**src/rtl/coeff_pkg.sv**
```systemverilog
// Shared definitions for the coefficient bank: controller states and slot count.
package coeff_pkg;

  localparam int NUM_COEFFS = 4;
  localparam int IDX_WIDTH  = $clog2(NUM_COEFFS);

  typedef enum logic [1:0] {
    IDLE    = 2'd0,
    CAPTURE = 2'd1,
    SETTLE  = 2'd2
  } state_t;

endpackage

```
**src/rtl/coefficient_bank_ctrl.sv**
```systemverilog
// Handshake controller: accepts one load request at a time, stalls the commit
// while the datapath is reading, and holds modwait for the whole transaction.
module coefficient_bank_ctrl
  import coeff_pkg::*;
(
  input  logic clk_i,
  input  logic n_reset_i,
  input  logic load_coeff_i,
  input  logic fir_busy_i,
  output logic modwait_o,
  output logic accept_o,
  output logic commit_o,
  output logic overrun_evt_o
);

  state_t state_q;
  state_t state_d;

  always_ff @(posedge clk_i or negedge n_reset_i) begin
    if (!n_reset_i) begin
      state_q <= IDLE;
    end else begin
      state_q <= state_d;
    end
  end

  always_comb begin
    state_d       = state_q;
    accept_o      = 1'b0;
    commit_o      = 1'b0;
    overrun_evt_o = 1'b0;
    unique case (state_q)
      IDLE: begin
        if (load_coeff_i) begin
          accept_o = 1'b1;
          state_d  = CAPTURE;
        end
      end
      CAPTURE: begin
        overrun_evt_o = load_coeff_i;
        if (!fir_busy_i) begin
          commit_o = 1'b1;
          state_d  = SETTLE;
        end
      end
      SETTLE: begin
        overrun_evt_o = load_coeff_i;
        state_d       = IDLE;
      end
      default: state_d = IDLE;
    endcase
  end

  // Moore decode so modwait never depends combinationally on an input.
  assign modwait_o = (state_q != IDLE);

endmodule

```
**src/rtl/coefficient_bank.sv**
```systemverilog
// Four-slot coefficient store written one slot at a time by an external loader,
// with per-slot valid tracking, a set-complete pulse and a sticky overrun flag.
module coefficient_bank
  import coeff_pkg::*;
#(
  parameter int DATA_WIDTH = 16
) (
  input  logic                  clk,
  input  logic                  n_reset,
  input  logic                  load_coeff,
  input  logic [IDX_WIDTH-1:0]  coefficient_num,
  input  logic [DATA_WIDTH-1:0] coeff_data,
  input  logic                  fir_busy,
  input  logic                  clear_set,
  output logic                  modwait,
  output logic [DATA_WIDTH-1:0] f0_coeff,
  output logic [DATA_WIDTH-1:0] f1_coeff,
  output logic [DATA_WIDTH-1:0] f2_coeff,
  output logic [DATA_WIDTH-1:0] f3_coeff,
  output logic [NUM_COEFFS-1:0] coeff_valid,
  output logic                  set_complete,
  output logic                  overrun
);

  logic accept;
  logic commit;
  logic overrun_evt;

  coefficient_bank_ctrl u_ctrl (
    .clk_i        (clk),
    .n_reset_i    (n_reset),
    .load_coeff_i (load_coeff),
    .fir_busy_i   (fir_busy),
    .modwait_o    (modwait),
    .accept_o     (accept),
    .commit_o     (commit),
    .overrun_evt_o(overrun_evt)
  );

  logic [IDX_WIDTH-1:0]  pend_num_q,  pend_num_d;
  logic [DATA_WIDTH-1:0] pend_data_q, pend_data_d;
  logic [DATA_WIDTH-1:0] coeff_q [NUM_COEFFS];
  logic [DATA_WIDTH-1:0] coeff_d [NUM_COEFFS];
  logic [NUM_COEFFS-1:0] valid_q, valid_d;
  logic                  set_complete_q, set_complete_d;
  logic                  overrun_q, overrun_d;

  // Clear is applied before the commit so a coincident write survives the clear.
  always_comb begin
    pend_num_d  = pend_num_q;
    pend_data_d = pend_data_q;
    coeff_d     = coeff_q;
    valid_d     = clear_set ? '0 : valid_q;
    if (accept) begin
      pend_num_d  = coefficient_num;
      pend_data_d = coeff_data;
    end
    if (commit) begin
      coeff_d[pend_num_q] = pend_data_q;
      valid_d[pend_num_q] = 1'b1;
    end
    set_complete_d = commit && (&valid_d) && !(&valid_q);
    overrun_d      = (clear_set ? 1'b0 : overrun_q) | overrun_evt;
  end

  always_ff @(posedge clk or negedge n_reset) begin
    if (!n_reset) begin
      pend_num_q     <= '0;
      pend_data_q    <= '0;
      for (int i = 0; i < NUM_COEFFS; i++) begin
        coeff_q[i] <= '0;
      end
      valid_q        <= '0;
      set_complete_q <= 1'b0;
      overrun_q      <= 1'b0;
    end else begin
      pend_num_q     <= pend_num_d;
      pend_data_q    <= pend_data_d;
      coeff_q        <= coeff_d;
      valid_q        <= valid_d;
      set_complete_q <= set_complete_d;
      overrun_q      <= overrun_d;
    end
  end

  assign f0_coeff     = coeff_q[0];
  assign f1_coeff     = coeff_q[1];
  assign f2_coeff     = coeff_q[2];
  assign f3_coeff     = coeff_q[3];
  assign coeff_valid  = valid_q;
  assign set_complete = set_complete_q;
  assign overrun      = overrun_q;

endmodule
```
**config.mk**
```make
export PLATFORM = sky130hd
export DESIGN_NAME = coefficient_bank
export DESIGN_NICKNAME = d
export VERILOG_FILES = /design/src/rtl/coeff_pkg.sv /design/src/rtl/coefficient_bank_ctrl.sv /design/src/rtl/coefficient_bank.sv
export SDC_FILE = /design/constraint.sdc
export NUM_CORES = 1
export LEC_CHECK = 0
export CORE_ASPECT_RATIO = 0.9
export CORE_UTILIZATION = 48
export CTS_BUF_LIST = sky130_fd_sc_hd__clkbuf_4 sky130_fd_sc_hd__clkbuf_8 sky130_fd_sc_hd__clkbuf_16
export DETAILED_ROUTE_END_ITERATION = 7
export PLACE_DENSITY = 0.9
export SLEW_MARGIN = 0
export SYNTH_ARGS = -nofsm -noshare
export SYNTH_HDL_FRONTEND = slang
export SYNTH_SLANG_ARGS = --single-unit
```
**constraint.sdc**
```tcl
create_clock -name clk -period 2 [get_ports clk]
set_clock_uncertainty 0.05 [all_clocks]
set_input_delay 0.4 -clock clk [delete_from_list [all_inputs] [get_ports clk]]
set_output_delay 0.4 -clock clk [all_outputs]
set_load 0.05 [all_outputs]
```
==> results.json <==
{
  "status": "complete, no violations",
  "rr_worst_depth": 5,
  "crit_type": "reg -> out",
  "ant_nets": 0,
  "layout.nets": 346,
  "hold_viol": 0,
  "die_w_um": 91.7,
  "die_h_um": 82.8,
  "postCtsSetupBuffers": 0,
  "nFillCells": 497,
  "finalMaxSlewViolations": 0,
  "antennaDiodeCount": 0,
  "synth.ff_latch_count": 90,
  "syn_nets": 235,
  "ys.warnings.count": 0,
  "clock-sinks": 90,
  "place_congestion": 0.763,
  "synth-simple-area-share_pct": 2.77,
  "r2r-end": "f0_coeff[3]$_DFFE_PN0P_",
  "fin_crit_sh_pct": 98.0,
  "r2r_slack_ns": 0.12,
  "hpwl_um": 5300,
  "cts_tree": "built",
  "drtPass1Iterations": 4,
  "num_vias": 2119,
  "wl_um": 7420,
  "drc": 0,
  "critPathArrivalTime_ns": 1.51,
  "initial_core_util_pct": 49.4,
  "crit_buf_inv": 1,
  "placementRows": 29,
  "drtIter0Drc": 57,
  "mostFrequentLayoutCell": "dfrtp_1",
  "final_design_area_no_fill_mm2": 0.00489,
  "mostFrequentLayoutCells": "90 x dfrtp_1, 84 x mux2_2, 56 x clkdlybuf4s50_1",
  "multi_input_area_mm2": 0.00114,
  "setup_viol": 0,
  "r2r_start": "u_ctrl.state_q[1]$_DFFE_PN0P_",
  "dpl_cell_area_mm2": 0.00462,
  "worstSkewPairLatency_ns": 0.33,
  "min_path_type": "in -> async",
  "ioPinCount": 94,
  "cp_slowest_cell": "clkdlybuf4s50_1",
  "wl_per_cell_um": 17.8,
  "syn_avg_cell_area_um2": 16.7,
  "antenna_found_initial": 0,
  "cts_made_buffers": 9,
  "track_usage_pct": 20.2,
  "die-area_mm2": 0.00759,
  "via_per_inst": 5.08,
  "grt_max_degree": 42,
  "synth_top_family_by_area": "multiplexers",
  "path_delay_family": "buffers and inverters",
  "worst-path-max-fanout": 2,
  "crit_path_max_incr_delay_ns": 0.81,
  "htreeDepth": 3,
  "crit_chain": "clkdlybuf4s50_1",
  "worst_slew_pin_slew_ns": 0.545,
  "synth_area_mm2": 0.00348,
  "ff_latch_area_mm2": 0.00225,
  "synth_compound_area_share_pct": 1.44,
  "grt.overflow.total": 0,
  "clockRootBuffer": "clkbuf_8",
  "ys_seq_area_share_pct": 64.7,
  "finalCriticalPeriod_ns": 1.96,
  "relSlewSlack_pct": 63.6,
  "endpoint_kind": "primary output",
  "cp-start-kind": "register",
  "synthAdderAreaFrac_pct": 1.44,
  "clock_path_buffers": 2,
  "syn_to_final_growth_pct": 40.6,
  "clk_pin_slew_ns": 0.09,
  "grt_pass1_wl_um": 11500,
  "drive_above_1_share_pct": 40.1,
  "max_clock_freq_ghz": 0.510,
  "synth_mux_area_share_pct": 27.2,
  "port_buffers": 93,
  "required_ns": 1.55,
  "yosys.cell_types.count": 20,
  "grt_pass1_vias": 2189,
  "maxCapViolations": 0,
  "synthCells": 208,
  "synth_xor_area_share_pct": 0,
  "core_mm2": 0.00704
}
-- area by class of cell --
class | count | share of cell area [%]
clock inverters | 4 | 0.997
multi-input cells | 105 | 23.3
clock buffers | 12 | 3.25
flip-flops and latches | 90 | 46.0
repair buffers | 107 | 23.5
inverters | 6 | 0.460
well taps | 93 | 2.38
-- state kept, by name (all words and copies together), names as in the netlist --
| register | flops |
|---|---|
| set_complete | 1 |
| f3_coeff | 16 |
| f2_coeff | 16 |
| pend_data_q | 16 |
| f0_coeff | 16 |
| coeff_valid | 4 |
| f1_coeff | 16 |
| overrun | 1 |
| u_ctrl.state_q | 2 |
| pend_num_q | 2 |
-- cell usage after synthesis --
cell type / n / area share [%]
mux2_2: 84 / 27
dfrtp_1: 90 / 65
a2111oi_2: 1 / 0.43
nand2_1: 3 / 0.32
nand4_1: 1 / 0.18
inv_1: 6 / 0.65
and2b_1: 1 / 0.22
buf_6: 4 / 1.3
a21oi_1: 2 / 0.29
a2bb2oi_1: 1 / 0.25
nor2b_1: 1 / 0.18
nand3_2: 1 / 0.29
a22o_1: 1 / 0.25
o211ai_1: 1 / 0.22
nor4b_4: 1 / 0.68
ha_1: 4 / 1.4
buf_4: 1 / 0.22
and4bb_2: 2 / 0.72
or2_2: 1 / 0.18
buf_2: 2 / 0.29
-- repair_timing --
item | in CTS | in global routing
resized for setup | 3 | 23
endpoints found under the hold margin | 14 | 0
setup endpoints to repair | 3 | 23
hold buffers | 1 | 0
-- routing by layer --
metal  routed length [um]  up-vias  track usage, %
met5                    0        -               0
met4                   50        0            6.09
met3                  321        5            4.64
met2                 3890       48            35.2
met1                 3160     1104            25.7
li1                     -      962               -
-- stage by stage --
step	utilization [%]	std cells	setup WS (ns)	hold WS, ns	TNS, ns
2_1_floorplan	-	208	0.241	0.0544	0
3_3_place_gp	65.7	400	-0.0257	0.221	-0.196
3_5_place_dp	65.7	400	-0.0584	0.223	-1.61
4_1_cts	68.7	417	0.00587	0.397	0
5_1_grt	69.5	417	-0.0370	0.407	-0.0510
6_report	69.5	417	0.0406	0.407	0
-- cells by family after synthesis --
| family | Yosys count |
|---|---|
| fa+ha+maj | 4 |
| buf+inv | 13 |
| mux | 84 |
| compound gates | 6 |
| simple gates | 11 |
| flops | 90 |
-- how the worst max path moves through the flow --
| stage | slack [ns] | end | depth (start not counted) | from |
|---|---|---|---|---|
| floorplan | 0.24 | f0_coeff[10]$_DFFE_PN0P_ | 5 | u_ctrl.state_q[1]$_DFFE_PN0P_ |
| global placement | -0.03 | f1_coeff[4]$_DFFE_PN0P_ | 4 | fir_busy |
| detailed placement | -0.06 | f1_coeff[3]$_DFFE_PN0P_ | 4 | fir_busy |
| CTS | 0.006 | f3_coeff[10] | 1 | f3_coeff[10]$_DFFE_PN0P_ |
| global route | -0.04 | f3_coeff[11] | 1 | f3_coeff[11]$_DFFE_PN0P_ |
| finish | 0.04 | f3_coeff[11] | 1 | f3_coeff[11]$_DFFE_PN0P_ |
Power is not shown: default switching activity piles up to over one toggle a cycle in this logic, so the estimate is an artifact.
